--- src/rtl/operand_loader.sv ---
// operand_loader: debounced single-button entry of two 4-bit operands (and an
// optional carry-in) for a 4-bit adder, with synchronous clear and LED state.
// Optional feature: define OPERAND_LOADER_CIN_EN to add the WAIT_C step that
// captures cin from sw[0]; undefined, cin is constant 0 and WAIT_C is unused.
module operand_loader #(
  parameter int unsigned DEBOUNCE_CYCLES = 16
) (
  input  logic       clk,
  input  logic       rst_n,
  input  logic [3:0] sw,
  input  logic       btn,
  input  logic       clr,
  output logic [3:0] op_a,
  output logic [3:0] op_b,
  output logic       cin,
  output logic       valid,
  output logic [1:0] state
);

  localparam int unsigned CNT_W = 16;

  typedef enum logic [1:0] {
    WAIT_A = 2'd0,
    WAIT_B = 2'd1,
    WAIT_C = 2'd2,
    READY  = 2'd3
  } state_t;

  logic             btn_s1, btn_s2;
  logic             clr_s1, clr_s2;
  logic             level, level_prev;
  logic [CNT_W-1:0] cnt;
  logic [CNT_W-1:0] cnt_inc;
  logic             press;

  state_t           state_q, state_d;
  logic [3:0]       op_a_q, op_a_d;
  logic [3:0]       op_b_q, op_b_d;
  logic             valid_q, valid_d;

  // Two-flop synchronizers for the asynchronous button and clear inputs
  always_ff @(posedge clk or negedge rst_n) begin
    if (!rst_n) begin
      btn_s1 <= 1'b0;
      btn_s2 <= 1'b0;
      clr_s1 <= 1'b0;
      clr_s2 <= 1'b0;
    end else begin
      btn_s1 <= btn;
      btn_s2 <= btn_s1;
      clr_s1 <= clr;
      clr_s2 <= clr_s1;
    end
  end

  assign cnt_inc = cnt + CNT_W'(1);

  // Debouncer: level follows the synchronized button only after it has
  // differed for DEBOUNCE_CYCLES consecutive cycles; keeps running during clr
  always_ff @(posedge clk or negedge rst_n) begin
    if (!rst_n) begin
      level      <= 1'b0;
      level_prev <= 1'b0;
      cnt        <= '0;
    end else begin
      level_prev <= level;
      if (btn_s2 == level) begin
        cnt <= '0;
      end else if (cnt_inc == CNT_W'(DEBOUNCE_CYCLES)) begin
        level <= btn_s2;
        cnt   <= '0;
      end else begin
        cnt <= cnt_inc;
      end
    end
  end

  // One-cycle press pulse in the cycle after the debounced level rises
  assign press = level & ~level_prev;

`ifdef OPERAND_LOADER_CIN_EN
  logic cin_q, cin_d;
`endif

  // FSM state and operand registers
  always_ff @(posedge clk or negedge rst_n) begin
    if (!rst_n) begin
      state_q <= WAIT_A;
      op_a_q  <= '0;
      op_b_q  <= '0;
      valid_q <= 1'b0;
`ifdef OPERAND_LOADER_CIN_EN
      cin_q   <= 1'b0;
`endif
    end else begin
      state_q <= state_d;
      op_a_q  <= op_a_d;
      op_b_q  <= op_b_d;
      valid_q <= valid_d;
`ifdef OPERAND_LOADER_CIN_EN
      cin_q   <= cin_d;
`endif
    end
  end

  // Next-state and next-operand logic; clear outranks a simultaneous press
  always_comb begin
    state_d = state_q;
    op_a_d  = op_a_q;
    op_b_d  = op_b_q;
`ifdef OPERAND_LOADER_CIN_EN
    cin_d   = cin_q;
`endif
    if (clr_s2) begin
      state_d = WAIT_A;
      op_a_d  = '0;
      op_b_d  = '0;
`ifdef OPERAND_LOADER_CIN_EN
      cin_d   = 1'b0;
`endif
    end else if (press) begin
      case (state_q)
        WAIT_A: begin
          op_a_d  = sw;
          state_d = WAIT_B;
        end
        WAIT_B: begin
          op_b_d  = sw;
`ifdef OPERAND_LOADER_CIN_EN
          state_d = WAIT_C;
`else
          state_d = READY;
`endif
        end
        WAIT_C: begin
`ifdef OPERAND_LOADER_CIN_EN
          cin_d   = sw[0];
          state_d = READY;
`else
          state_d = WAIT_A;
`endif
        end
        READY: begin
          op_a_d  = sw;
          state_d = WAIT_B;
        end
        default: state_d = WAIT_A;
      endcase
    end
    valid_d = (state_d == READY);
  end

  assign op_a  = op_a_q;
  assign op_b  = op_b_q;
  assign valid = valid_q;
  assign state = state_q;
`ifdef OPERAND_LOADER_CIN_EN
  assign cin   = cin_q;
`else
  assign cin   = 1'b0;
`endif

endmodule
--- config.mk ---
export PLATFORM = sky130hd
export DESIGN_NAME = operand_loader
export DESIGN_NICKNAME = d
export VERILOG_FILES = /design/src/rtl/operand_loader.sv
export SDC_FILE = /design/constraint.sdc
export NUM_CORES = 1
export LEC_CHECK = 0
export ABC_AREA = 1
export CORE_ASPECT_RATIO = 0.9
export CORE_MARGIN = 1
export CORE_UTILIZATION = 54
export CTS_CLUSTER_DIAMETER = 100
export CTS_CLUSTER_SIZE = 8
export DETAILED_ROUTE_END_ITERATION = 16
export PLACE_DENSITY_LB_ADDON = 0.05
export REMOVE_ABC_BUFFERS = 1
export SLEW_MARGIN = 5
export SYNTH_ARGS = -nofsm -noshare
export SYNTH_HDL_FRONTEND = slang
export SYNTH_SLANG_ARGS = --single-unit
--- constraint.sdc ---
create_clock -name clk -period 1.68 [get_ports clk]
set_input_delay 0.42 -clock clk [delete_from_list [all_inputs] [get_ports clk]]
set_output_delay 0.42 -clock clk [all_outputs]
set_load 0.1 [all_outputs]
==> flow_metrics.tcl <==
set metrics [dict create \
    run_status "complete, but fails checks" \
    violations "setup timing" \
    finalCriticalPeriod_ns 1.77 \
    postLayoutSetupSlackWorst_ns -0.0894 \
    cp.required_ns 1.92 \
    synthMuxAreaShare_pct 5.43 \
    die_height_um 54.6 \
    rows 18 \
    p_total_w 0.00162 \
    period_share_pct 105 \
    layout_common_cells "35 x nand2_1, 32 x dfrtp_1, 26 x nor2_1, 25 x inv_1, 14 x nand2_2" \
    finalHoldViolations 0 \
    ios 20 \
    cts_made_buffers 5 \
    avgViaCountPerCell 5.29 \
    drt-initial-drc-count 82 \
    cts_tree "done" \
    layout_commonest_cell "nand2_1" \
    ys_ff_latch 33 \
    fin_area_um2 2180 \
    clockBufferDepth 2 \
    grt_remaining_overflow 0 \
    fp.dieArea_um2 3300 \
    route.detailed.drc 0 \
    cp-end-kind "flip-flop" \
    grt_pass1_wl_um 5930 \
    syn_inst 190 \
    synth_cell_types 23 \
    initial_core_util_pct 58.5 \
    routed_wl_um 3820 \
    power.density_nw_per_um2 744 \
    setup_violations 4 \
    yosys_warnings 0 \
    place_congestion 0.821 \
    dieWidth_um 60.4 \
    fin_nets 230 \
    clk_pin_slew_ns 0.10 \
    area_growth_pct 31.5 \
    port_buffers 18 \
    synth_xor_area_share_pct 2.56 \
    cp.arrival_ns 2.01 \
    clk_latency_ns 0.34 \
    fp.coreArea_um2 2840 \
    fin_skew_ns 0.00901 \
    syn_area_per_cell_um2 8.73 \
    synth_compound_area_share_pct 2.56 \
    synthAdderAreaFrac_pct 2.26 \
    synth_top_family_by_area "simple AND/OR/NAND/NOR gates" \
    dpl.hpwl_um 2700 \
    grt_pass1_vias 1326 \
    synthSimpleGateAreaFrac_pct 30.8 \
    grt_max_degree 34 \
    fin_setup_tns_ns -0.297 \
    antenna_left 0 \
    crit_type "flip-flop to flip-flop" \
    cts_sinks 33 \
    rsz0062_at_grt "true" \
    hold_buffers 0 \
    via_count 1369 \
    antenna_found_initial 0 \
    cp-start-kind "flip-flop" \
    netlist_area_um2 1660 \
    leakagePower_nw 0.991 \
    drv_cap 0 \
    ir_drop_uv 512 \
    drtPass1Iterations 4 \
    avgRoutedWirePerCell_um 14.7 \
    cts_root_buf "clkbuf_4" \
    slew_violations 0 \
    h-tree-depth 2 \
    max_freq_mhz 565 \
    drive_gt1_share_pct 29.7 \
    dpl_cell_area_um2 2030 \
    antennaDiodeCount 0 \
    hp-class "flip-flop to flip-flop" \
    grt_use_total_pct 25.9 \
    critPathMaxFanout 5 \
    ys_seq_area_share_pct 49.8 \
    pre_cts_slack_ns -0.0415 \
]
layout make-up:
| type | instances | area (um^2) |
|---|---|---|
| Inverter | 25 | 93.8 |
| Sequential cell | 33 | 827 |
| Multi-Input combinational cell | 130 | 805 |
| Tap cell | 40 | 50.0 |
| Fill cell | 193 | 656 |
| Timing Repair Buffer | 24 | 352 |
| Clock buffer | 7 | 55.1 |
flip-flops by register name, summed over array words and instances (netlist names):
register,cells
cnt,16
op_a,4
op_b,4
state,2
btn_s1,1
btn_s2,1
clr_s1,1
clr_s2,1
level,1
level_prev,1
valid,1
stage by stage:
stage               hold WS [ns]  util [%]  std cells
floorplan                  0.124         -        188
global placement           0.333      71.6        250
detailed placement         0.346      71.6        250
CTS                        0.368      74.6        257
global route               0.371      76.9        259
finish                     0.367      76.9        259
power by group:
part | switching [W] | total [W] | internal (W) | leakage, nW
clock | 0.000259 | 0.000457 | 0.000197 | 0.0314
combinational | 0.000198 | 0.000316 | 0.000118 | 0.521
sequential | 0.0000301 | 0.000851 | 0.000821 | 0.439
total | 0.000487 | 0.00162 | 0.00114 | 0.991
cells by family after synthesis:
family                   Yosys count
XOR/XNOR                           4
other                              1
AO/OA/AOI/OAI                      8
flip-flops                        33
multiplexers                       8
buffers and inverters             27
AND/OR/NAND/NOR                  106
adder cells (fa/ha/maj)            3
path summary, 6_finish.rpt:
check,from,depth (start not counted),slack [ns],endpoint
setup reg to reg,cnt[0],12,-0.09,cnt[4]
hold reg to reg,clr_s1,0,0.37,clr_s2
setup / recovery,cnt[0],12,-0.09,cnt[4]
max in group asynchronous,rst_n,2,1.03,cnt[12]
min in group asynchronous,rst_n,2,0.45,state[1]
hold / removal,clr_s1,0,0.37,clr_s2
cells in the mapped netlist, drive strengths merged:
| cell | count | area, um^2 |
|---|---|---|
| mux2 | 8 | 90.1 |
| nand3b | 2 | 15.0 |
| nand4 | 4 | 25.0 |
| buf | 1 | 7.51 |
| inv | 25 | 93.8 |
| xnor2 | 2 | 25.0 |
| o21ai | 2 | 10.0 |
| nor2 | 37 | 181 |
| nor3 | 3 | 15.0 |
| nand3 | 10 | 65.1 |
| o21bai | 1 | 7.51 |
| nand2 | 50 | 210 |
| xor2 | 2 | 17.5 |
| clkbuf | 1 | 3.75 |
| dfrtp | 33 | 826 |
| conb | 1 | 3.75 |
| a21oi | 5 | 25.0 |
| ha | 3 | 37.5 |
repair_timing:
action,in CTS,in global routing
pin swaps,2,9
endpoints found under the setup margin,4,4
resized for setup,7,12
buffers inserted,0,2
layer usage:
metal	vias up	track usage [%]	part of all wire, %
met2	45	43.4	53
li1	643	-	-
met3	12	6.15	5.6
met5	-	0	0
met4	0	14.4	2.7
met1	669	31.0	39
worst max-delay path, cell delays in order, from the launching register on:
cell and delay (ns):
dfrtp_1 0.42, ha_4 0.18, nand3_4 0.09, nor2_4 0.18, nand3_2 0.10, nand2_2 0.10, nand2_1 0.06, nor2_1 0.11
nand2_1 0.11, nor2_4 0.10, nand2_2 0.08, nand2_4 0.08, nor2_1 0.05
No activity file was read; power rests on OpenSTA's default activity.
